`src/rtl/syn_av_mm_cap_fifo_if.sv`:
```
// Avalon-MM bus bundle between a master and the capture FIFO slave.
//   av_read / av_write     : transaction strobes from the master
//   av_addr / av_write_data: word address and write data from the master
//   av_read_data           : read data returned by the slave
//   av_rd_data_valid       : one-cycle strobe qualifying av_read_data
interface syn_av_mm_cap_fifo_if #(
  parameter int unsigned ADDR_W = 12,
  parameter int unsigned DATA_W = 32
) ();
  logic              av_read;
  logic              av_write;
  logic [ADDR_W-1:0] av_addr;
  logic [DATA_W-1:0] av_write_data;
  logic [DATA_W-1:0] av_read_data;
  logic              av_rd_data_valid;

  modport master (
    output av_read, av_write, av_addr, av_write_data,
    input  av_read_data, av_rd_data_valid
  );

  modport slave (
    input  av_read, av_write, av_addr, av_write_data,
    output av_read_data, av_rd_data_valid
  );
endinterface

```
`src/rtl/syn_av_mm_cap_fifo.sv`:
```
// Avalon-MM slave that captures a streaming word source into a FIFO.
// Register map (word address, upper address bits must be zero):
//   0 CTRL   [0] cap_en, [1] fifo_clr (write-1 pulse, reads 0)
//   1 STATUS [PTR_W:0] fill count, [16] empty, [17] full, [18] ovf (W1C)
//   2 DATA   read pops the FIFO head (0 when empty)
//   3        reads 0, writes ignored
// Ports:
//   av_clk, av_rst       : clock, asynchronous active-low reset
//   av                   : Avalon-MM slave bus, fixed read latency of 1
//   cap_data, cap_valid  : capture stream, no backpressure
//   fifo_nempty          : level, FIFO fill count != 0
module syn_av_mm_cap_fifo #(
  parameter int unsigned ADDR_W     = 12,
  parameter int unsigned DATA_W     = 32,
  parameter int unsigned FIFO_DEPTH = 16
) (
  input  logic                 av_clk,
  input  logic                 av_rst,
  syn_av_mm_cap_fifo_if.slave  av,
  input  logic [DATA_W-1:0]    cap_data,
  input  logic                 cap_valid,
  output logic                 fifo_nempty
);

  localparam int unsigned PTR_W = $clog2(FIFO_DEPTH);
  localparam int unsigned CNT_W = PTR_W + 1;
  localparam logic [CNT_W-1:0] DepthCnt = CNT_W'(FIFO_DEPTH);

  logic [DATA_W-1:0] mem_q [FIFO_DEPTH];
  logic [PTR_W-1:0]  wr_ptr_q, wr_ptr_d;
  logic [PTR_W-1:0]  rd_ptr_q, rd_ptr_d;
  logic [CNT_W-1:0]  count_q, count_d;
  logic              cap_en_q, cap_en_d;
  logic              ovf_q, ovf_d;
  logic [DATA_W-1:0] rdata_q, rdata_d;
  logic              rvalid_q;

  logic hit, sel_ctrl, sel_status, sel_data;
  logic wr, rd, empty, full, clr, cap, push, pop, ovf_set;
  logic [DATA_W-1:0] status_w;
  logic unused_wdata;

  assign hit        = (av.av_addr[ADDR_W-1:2] == '0);
  assign sel_ctrl   = hit && (av.av_addr[1:0] == 2'd0);
  assign sel_status = hit && (av.av_addr[1:0] == 2'd1);
  assign sel_data   = hit && (av.av_addr[1:0] == 2'd2);

  // A write in the same cycle as a read wins; the read is dropped entirely.
  assign wr = av.av_write;
  assign rd = av.av_read && !av.av_write;

  // Full/empty come from the count registered before this cycle.
  assign empty = (count_q == '0);
  assign full  = (count_q == DepthCnt);

  assign clr     = wr && sel_ctrl && av.av_write_data[1];
  assign cap     = cap_valid && cap_en_q;
  assign push    = cap && !full && !clr;
  assign ovf_set = cap && full;
  // clr needs a write and pop needs a non-write read, so they never coincide.
  assign pop     = rd && sel_data && !empty;

  assign unused_wdata = ^av.av_write_data;

  always_comb begin
    status_w            = '0;
    status_w[PTR_W:0]   = count_q;
    status_w[16]        = empty;
    status_w[17]        = full;
    status_w[18]        = ovf_q;
  end

  always_comb begin
    rdata_d = '0;
    if (sel_ctrl) begin
      rdata_d[0] = cap_en_q;
    end else if (sel_status) begin
      rdata_d = status_w;
    end else if (sel_data && !empty) begin
      rdata_d = mem_q[rd_ptr_q];
    end
  end

  always_comb begin
    wr_ptr_d = wr_ptr_q;
    rd_ptr_d = rd_ptr_q;
    count_d  = count_q;
    if (clr) begin
      wr_ptr_d = '0;
      rd_ptr_d = '0;
      count_d  = '0;
    end else begin
      if (push) wr_ptr_d = wr_ptr_q + PTR_W'(1);
      if (pop)  rd_ptr_d = rd_ptr_q + PTR_W'(1);
      unique case ({push, pop})
        2'b10:   count_d = count_q + CNT_W'(1);
        2'b01:   count_d = count_q - CNT_W'(1);
        default: count_d = count_q;
      endcase
    end
  end

  always_comb begin
    cap_en_d = cap_en_q;
    if (wr && sel_ctrl) cap_en_d = av.av_write_data[0];
    // Overflow in the same cycle as a W1C write keeps the flag set.
    ovf_d = ovf_q;
    if (ovf_set) begin
      ovf_d = 1'b1;
    end else if (wr && sel_status && av.av_write_data[18]) begin
      ovf_d = 1'b0;
    end
  end

  always_ff @(posedge av_clk or negedge av_rst) begin
    if (!av_rst) begin
      wr_ptr_q <= '0;
      rd_ptr_q <= '0;
      count_q  <= '0;
      cap_en_q <= 1'b0;
      ovf_q    <= 1'b0;
      rdata_q  <= '0;
      rvalid_q <= 1'b0;
    end else begin
      wr_ptr_q <= wr_ptr_d;
      rd_ptr_q <= rd_ptr_d;
      count_q  <= count_d;
      cap_en_q <= cap_en_d;
      ovf_q    <= ovf_d;
      rvalid_q <= rd;
      if (rd) rdata_q <= rdata_d;
    end
  end

  // Storage needs no reset; only entries between the pointers are ever read.
  always_ff @(posedge av_clk) begin
    if (push) mem_q[wr_ptr_q] <= cap_data;
  end

  assign av.av_read_data     = rdata_q;
  assign av.av_rd_data_valid = rvalid_q;
  assign fifo_nempty         = (count_q != '0);

endmodule

```
`src/flat_wrapper.sv`:
```
// flat-port wrapper written by rule: the top's interface ports become plain ports
module syn_av_mm_cap_fifo_flat 
#(
  parameter int unsigned ADDR_W     = 12,
  parameter int unsigned DATA_W     = 32,
  parameter int unsigned FIFO_DEPTH = 16
)
  (av_clk, av_rst, cap_data, cap_valid, fifo_nempty, av_av_read, av_av_write, av_av_addr, av_av_write_data, av_av_read_data, av_av_rd_data_valid);
  syn_av_mm_cap_fifo_if #(.ADDR_W(ADDR_W), .DATA_W(DATA_W)) av_i ();
  input  logic av_clk;
  input  logic av_rst;
  input  logic [DATA_W-1:0] cap_data;
  input  logic cap_valid;
  output logic fifo_nempty;
  input wire logic [$bits(av_i.av_read)-1:0] av_av_read;
  input wire logic [$bits(av_i.av_write)-1:0] av_av_write;
  input wire logic [$bits(av_i.av_addr)-1:0] av_av_addr;
  input wire logic [$bits(av_i.av_write_data)-1:0] av_av_write_data;
  output wire logic [$bits(av_i.av_read_data)-1:0] av_av_read_data;
  output wire logic [$bits(av_i.av_rd_data_valid)-1:0] av_av_rd_data_valid;
  assign av_i.av_read = av_av_read;
  assign av_i.av_write = av_av_write;
  assign av_i.av_addr = av_av_addr;
  assign av_i.av_write_data = av_av_write_data;
  assign av_av_read_data = av_i.av_read_data;
  assign av_av_rd_data_valid = av_i.av_rd_data_valid;
  syn_av_mm_cap_fifo #(.ADDR_W(ADDR_W), .DATA_W(DATA_W), .FIFO_DEPTH(FIFO_DEPTH)) u_core (.av_clk(av_clk), .av_rst(av_rst), .av(av_i), .cap_data(cap_data), .cap_valid(cap_valid), .fifo_nempty(fifo_nempty));
endmodule
```
`config.mk`:
```
export PLATFORM = sky130hd
export DESIGN_NAME = syn_av_mm_cap_fifo_flat
export DESIGN_NICKNAME = d
export VERILOG_FILES = /design/src/rtl/syn_av_mm_cap_fifo_if.sv /design/src/rtl/syn_av_mm_cap_fifo.sv /design/src/flat_wrapper.sv
export SDC_FILE = /design/constraint.sdc
export NUM_CORES = 1
export LEC_CHECK = 0
export CAP_MARGIN = 30
export CELL_PAD_IN_SITES_DETAIL_PLACEMENT = 1
export CELL_PAD_IN_SITES_GLOBAL_PLACEMENT = 2
export CORE_MARGIN = 4
export CORE_UTILIZATION = 30
export DETAILED_ROUTE_END_ITERATION = 8
export DONT_BUFFER_PORTS = 1
export PLACE_DENSITY_LB_ADDON = 0.15
export SYNTH_ARGS = -nofsm -noshare
export SYNTH_HDL_FRONTEND = slang
export SYNTH_SLANG_ARGS = --single-unit
```
`constraint.sdc`:
```
create_clock -name av_clk -period 11.5 [get_ports av_clk]
set_input_delay 2.3 -clock av_clk [delete_from_list [all_inputs] [get_ports av_clk]]
set_output_delay 2.3 -clock av_clk [all_outputs]
set_load 0.03 [all_outputs]
```
Yosys cells after proc, flatten, opt, wreduce, memory -nomap -nowiden
Memories as Yosys holds them, arrays and structs flattened.
Cells that the tools add are included.
{"block": "word_totals", "memories": 1, "output_inout_bits": 34, "word_cells": 58, "register_bits": 48, "ram_bits": 512, "input_bits": 81}
{"memory": "u_core.mem_q", "depth": 16, "word_bits": 32, "read_ports": 1, "rd_clocked_by_memory_dff": 0, "wr": 1, "line": "syn_av_mm_cap_fifo.sv:29", "rtl": "logic [DATA_W-1:0] mem_q [FIFO_DEPTH];"}
{"block": "op_classes", "n_eq_ne": 5, "muxes": 14, "addsub": 4, "reduce_logical": 27}
{"cell": "$mux W32", "n": 2}
{"cell": "$mux W31", "n": 1}
{"cell": "$mux W4", "n": 4}
{"cell": "$logic_and A1 B1 Y1", "n": 15}
{"cell": "$logic_not A10 Y1", "n": 1}
{"cell": "$pmux W5 S2", "n": 1}
{"cell": "$add A4 B1 Y4 const B", "n": 2}
{"cell": "$reduce_bool A2 Y1", "n": 3}
{"cell": "$add A5 B1 Y5 const B", "n": 1}
{"cell": "$eq A5 B5 Y1 const B", "n": 1}
{"cell": "$logic_not A5 Y1", "n": 1}
{"cell": "$mux W1", "n": 5}
{"cell": "$mux W5", "n": 1}
{"cell": "$reduce_bool A5 Y1", "n": 1}
{"cell": "$sub A5 B1 Y5 const B", "n": 1}
{"cell": "$eq A2 B1 Y1 const B", "n": 2}
{"cell": "$eq A2 B2 Y1 const B", "n": 2}
{"cell": "$logic_not A1 Y1", "n": 4}
{"cell": "$reduce_bool A3 Y1", "n": 1}
{"cell": "$logic_not A2 Y1", "n": 1}

Longest topological paths before layout
{"block": "logic_depth", "word_depth": 9, "ltp_mapped": 13, "ltp_nobuf": 13}

Least setup slack after synthesis
No wires, ideal clock.
{"block": "synth_path", "kind": "in2reg", "startpoint": "input port cap_valid", "endpoint": "memory u_core.mem_q[0][0] (enable)", "t_arrival_ns": 6.314, "path_stages": 5, "required_time_ns": 10.987, "setup_slack_ns": 4.673, "setup_time_ns": 0.513, "n_path_buf": 0, "cell_sequence": "nand2_1 > a21oi_1 > and2_1 > inv_1 > nor4b_1"}
{"block": "synth_between", "elab_chain_len": 5}
{"element": "start: declaration", "line": "flat_wrapper.sv:13", "rtl": "input logic cap_valid;"}
{"element": "$logic_and A1 B1 Y1", "line": "syn_av_mm_cap_fifo.sv:57", "rtl": "assign cap = cap_valid && cap_en_q;"}
{"element": "$logic_and A1 B1 Y1 (2 in series)", "line": "syn_av_mm_cap_fifo.sv:58", "rtl": "assign push = cap && !full && !clr;"}
{"element": "$mux W1", "line": "syn_av_mm_cap_fifo.sv:137", "rtl": "if (push) mem_q[wr_ptr_q] <= cap_data;"}
{"element": "$mux W1 (not written as such)", "line": "syn_av_mm_cap_fifo.sv:137"}
{"element": "end: declaration", "line": "syn_av_mm_cap_fifo.sv:29"}
Every way passes these cells.

Worst setup path after layout
{"block": "layout_path", "startpoint": "input port av_av_addr[5]", "endpoint": "register u_core.count_q[4]"}
{"block": "layout_between", "elab_chain_len": 9, "elab_cells_between_ends": 14, "classes_between": "eq/ne: 2; mux: 2; reduce/logical: 10"}
{"element": "start: declaration", "line": "flat_wrapper.sv:17", "rtl": "input wire logic [$bits(av_i.av_addr)-1:0] av_av_addr;"}
{"element": "$logic_not A10 Y1 *", "line": "syn_av_mm_cap_fifo.sv:43", "rtl": "assign hit = (av.av_addr[ADDR_W-1:2] == '0);"}
{"element": "$logic_and A1 B1 Y1", "line": "syn_av_mm_cap_fifo.sv:44", "rtl": "assign sel_ctrl = hit && (av.av_addr[1:0] == 2'd0);"}
{"element": "$logic_and A1 B1 Y1 (2 in series)", "line": "syn_av_mm_cap_fifo.sv:56", "rtl": "assign clr = wr && sel_ctrl && av.av_write_data[1];"}
{"element": "$logic_not A1 Y1", "line": "syn_av_mm_cap_fifo.sv:58"}
{"element": "$logic_and A1 B1 Y1", "line": "syn_av_mm_cap_fifo.sv:58"}
{"element": "$eq A2 B1 Y1 or $eq A2 B2 Y1 (tied branches)", "line": "syn_av_mm_cap_fifo.sv:95", "rtl": "unique case ({push, pop})"}
{"element": "$pmux W5 S2", "line": "syn_av_mm_cap_fifo.sv:95"}
{"element": "$mux W5", "line": "syn_av_mm_cap_fifo.sv:88", "rtl": "if (clr) begin"}
{"element": "end signal: assignment", "line": "syn_av_mm_cap_fifo.sv:127", "rtl": "count_q <= count_d;"}
{"element": "end: declaration", "line": "syn_av_mm_cap_fifo.sv:32", "rtl": "logic [CNT_W-1:0] count_q, count_d;"}
Every way passes the cells marked *; elsewhere a longest branch is shown, timed or not.
A chain may end at the register's enable or synchronous reset.

==> metrics.csv <==
stage;metric;value;unit
logic_synthesis;syn_inst;1051;
floorplan;num_rows;98;
grt;grt_pass1_vias;11400;
grt;grt_use_met3;3.71;%
logic_synthesis;synth_warnings;0;
cts;cts.path.max_buffers;3;
worst_setup_path;critPathArrivalTime;5990;ps
worst_setup_path;r2r-start;u_core.count_q[1]$_DFFE_PN0P_;
cells_and_area;final_cell_mix;edfxtp_1 (512), mux4_2 (118), clkbuf_16 (67), a22oi_1 (62), nand2_1 (48);
logic_synthesis;synth_top_cell_by_area;edfxtp_1;
cells_and_area;final_common_cell;edfxtp_1;
min_path;hold_class;reg -> reg;
grt;antenna_found_initial;2;
cts;post_cts_buffers;0;
run_status;outcome;completed;
cts;cts_sinks;560;
worst_setup_path;regToRegEndpoint;u_core.count_q[4]$_DFFE_PN0P_;
pwr;cellPowerDensity;173;nW/um^2
drt;drtIter0Drc;679;
cts;cts-htree-levels;3;
floorplan;core_area;71400;sq um
cts;numCtsBuffers;66;
min_path;hold_path_depth;2;
cts;cts_resized;0;
pwr;ir_drop;0.104;mV
drt;vias_per_cell;4.91;
logic_synthesis;synth_edf_count;512;
timing;tightest_slew;942;ps
worst_setup_path;r2r_cells;12;
drt;drc_errors;0;
timing;finalSetupTns;0;ps
job;drv_cap;0;
drt;wl;54800;um
cts;cts_hold_buf;0;
floorplan;die_width;276;um
timing;worst_slew_margin_rel;37.2;%
floorplan;io_pins;115;
worst_setup_path;worst_path_max_delay_cell;or4_4;
timing;finalSetupViolCount;0;
min_path;whs_endpoint;u_core.ovf_q$_DFFE_PN0P_;
timing;hold_ws;495;ps
drt;ant_nets;0;
placed_design;place.gp.congestion;0.674;
grt;grt-busiest-layer;met2;
worst_setup_path;path_cells;or4_4 -> nor4_4 -> nand3_1 -> and2_1 -> inv_1 -> ha_1 -> inv_1 -> fa_1 -> nor2b_1 -> o21ai_0 -> and3_1 -> or4_1 -> a21oi_1;
cts;cts_tree;done;
cts;insertion_delay;610;ps
grt;grtUsageTotal;14.4;%
grt;grt_use_met1;19.7;%
worst_setup_path;worst-path-buf-inv;2;
cells_and_area;finalNetCount;1179;
pwr;leakagePower;7.86;nW
grt;overflow;0;
grt;grt_max_degree;103;
timing;rsz0062_at_grt;false;
worst_setup_path;worstSetupPathType;in -> reg;
grt;grt_pass1_wl;80700;um
logic_synthesis;yosys.area.top_type_share;71.2;%
worst_setup_path;cp_max_fo;11;
logic_synthesis;postSynthAreaPerCell;20.5;sq um
worst_setup_path;startpoint_type;input port;
logic_synthesis;ys_ff_latch;560;
logic_synthesis;yosysUniqueCellTypes;47;
floorplan;fp.dieH;276;um
min_path;hold_start;u_core.ovf_q$_DFFE_PN0P_;
logic_synthesis;synth_nets;1142;
worst_setup_path;crit_path_frequent_cell;inv_1;
timing;post-route-min-period;5480;ps
placed_design;place_hpwl;29700;um
logic_synthesis;synth_seq_area_share;76.8;%
grt;grt_util_met2;22.9;%
logic_synthesis;synth_area_leaders;edfxtp_1 (71%), mux4_2 (12%), dfrtp_1 (5.6%);
logic_synthesis;synth_flop_cell;edfxtp_1;
cells_and_area;syn2layout_area_growth;15.9;%
logic_synthesis;synth_async_sr_flop_share;8.57;%
floorplan;dieArea;76300;sq um
timing;clock_skew;20.6;ps
placed_design;port_buffers;0;
worst_setup_path;required;12020;ps
worst_setup_path;end_kind;register;
cts;cts-root-buf;clkbuf_16;
drt;post_drt_wl_per_cell;26.2;um
floorplan;start_util;30.3;%
logic_synthesis;synth_area;21600;sq um
cells_and_area;drive_gt1_share;24.0;%
worst_setup_path;reg2reg_setup_slack;7550;ps
worst_setup_path;slowest_delay;550;ps
worst_setup_path;path_delay_family;simple AND/OR/NAND/NOR gates;
drt;via_count;10300;
timing;max_freq;0.183;GHz
drt;firstDrtPassIters;5;
timing;final_hold_viol_count;0;
timing;fin_crit_sh;47.6;%
cts;path_clk_slew;60;ps
timing;drv_slew;0;
[how the worst max path moves through the flow]
stage | from | endpoint | slack (ps) | depth (start not counted)
global route | av_av_addr[5] | u_core.count_q[4]$_DFFE_PN0P_ | 5770 | 13
global placement | av_av_addr[5] | u_core.count_q[4]$_DFFE_PN0P_ | 5370 | 13
detailed placement | av_av_addr[5] | u_core.count_q[4]$_DFFE_PN0P_ | 5390 | 13
finish | av_av_addr[5] | u_core.count_q[4]$_DFFE_PN0P_ | 6020 | 13
floorplan | cap_valid | u_core.mem_q[0][0]$_DFFE_PP_ | 4670 | 5
CTS | av_av_addr[5] | u_core.count_q[4]$_DFFE_PN0P_ | 6030 | 13
[synthesized netlist by cell type (2+ instances only)]
cell / number
nand3_1: 5
buf_2: 16
nor4_1: 7
a211oi_1: 2
nor3_1: 5
mux4_2: 118
ha_1: 9
nand2b_1: 6
nand4_1: 4
nor2_1: 23
and3_1: 15
mux2i_1: 18
xor2_1: 3
and2_1: 4
a21oi_1: 16
inv_1: 11
a22o_1: 24
buf_1: 9
a2111oi_0: 6
o211ai_1: 3
dfrtp_1: 48
edfxtp_1: 512
o2111ai_1: 2
a22oi_1: 62
clkbuf_1: 32
o21ai_0: 2
or4_1: 2
xnor2_1: 5
a221o_1: 2
nor2b_1: 16
nand2_1: 48
[layout make-up]
cell class,count,area [sq um]
inverter,11,41.3
timing repair buffer,28,255
clock inverter,39,382
sequential,560,16600
antenna,1,2.50
clock buffer,83,1780
multi-input combinational,421,4800
tap,950,1190
fill,6997,46300
[power by group]
part | leakage (nW) | internal (mW) | switching, mW | total, mW
logic | 1.55 | 0.00323 | 0.00894 | 0.0122
registers | 5.26 | 2.22 | 0.00146 | 2.22
clock network | 1.06 | 1.24 | 0.846 | 2.08
[tightest hold or removal path, delay by kind of cell (launching register included)]
family	cells	cell delay (ps)
DFF	1	340
AOI/OAI and AO/OA	1	60
and+or+nand+nor	1	50
[per-layer routing]
layer	share of wire, %	wire length, um
met5	0	0
met2	47	25900
met4	1.7	958
met3	7.0	3820
met1	44	24100
[kinds of logic (layout without fill, tap and decap cells)]
family	Yosys count	after routing	synth area share [%]
DFF	560	560	76.8
and+or+nand+nor	144	144	3.49
muxes	137	137	13.2
AOI/OAI and AO/OA	122	122	4.25
buffers and inverters	70	161	1.36
adders and majority gates	10	10	0.614
xor gates and xnor gates	8	8	0.325
other	0	1	0
[registers in the layout, indices dropped and copies added (netlist names)]
register                    count
u_core.av.av_rd_data_valid      1
u_core.av.av_read_data         32
u_core.cap_en_q                 1
u_core.count_q                  5
u_core.mem_q                  512
u_core.ovf_q                    1
u_core.rd_ptr_q                 4
u_core.wr_ptr_q                 4
[through the flow]
step / utilization (%) / setup WS (ps) / area [sq um] / power (mW) / cells
global placement: 32.0 / 5370 / 22800 / 2.28 / 1966
floorplan: - / 4670 / 21600 / 2.28 / 1051
CTS: 35.0 / 6030 / 25000 / 4.40 / 2091
finish: 35.1 / 6020 / 25000 / 4.32 / 2093
global route: 35.1 / 5770 / 25000 / 4.48 / 2092
detailed placement: 32.0 / 5390 / 22800 / 2.28 / 1969
(Power assumes the default switching activity.)
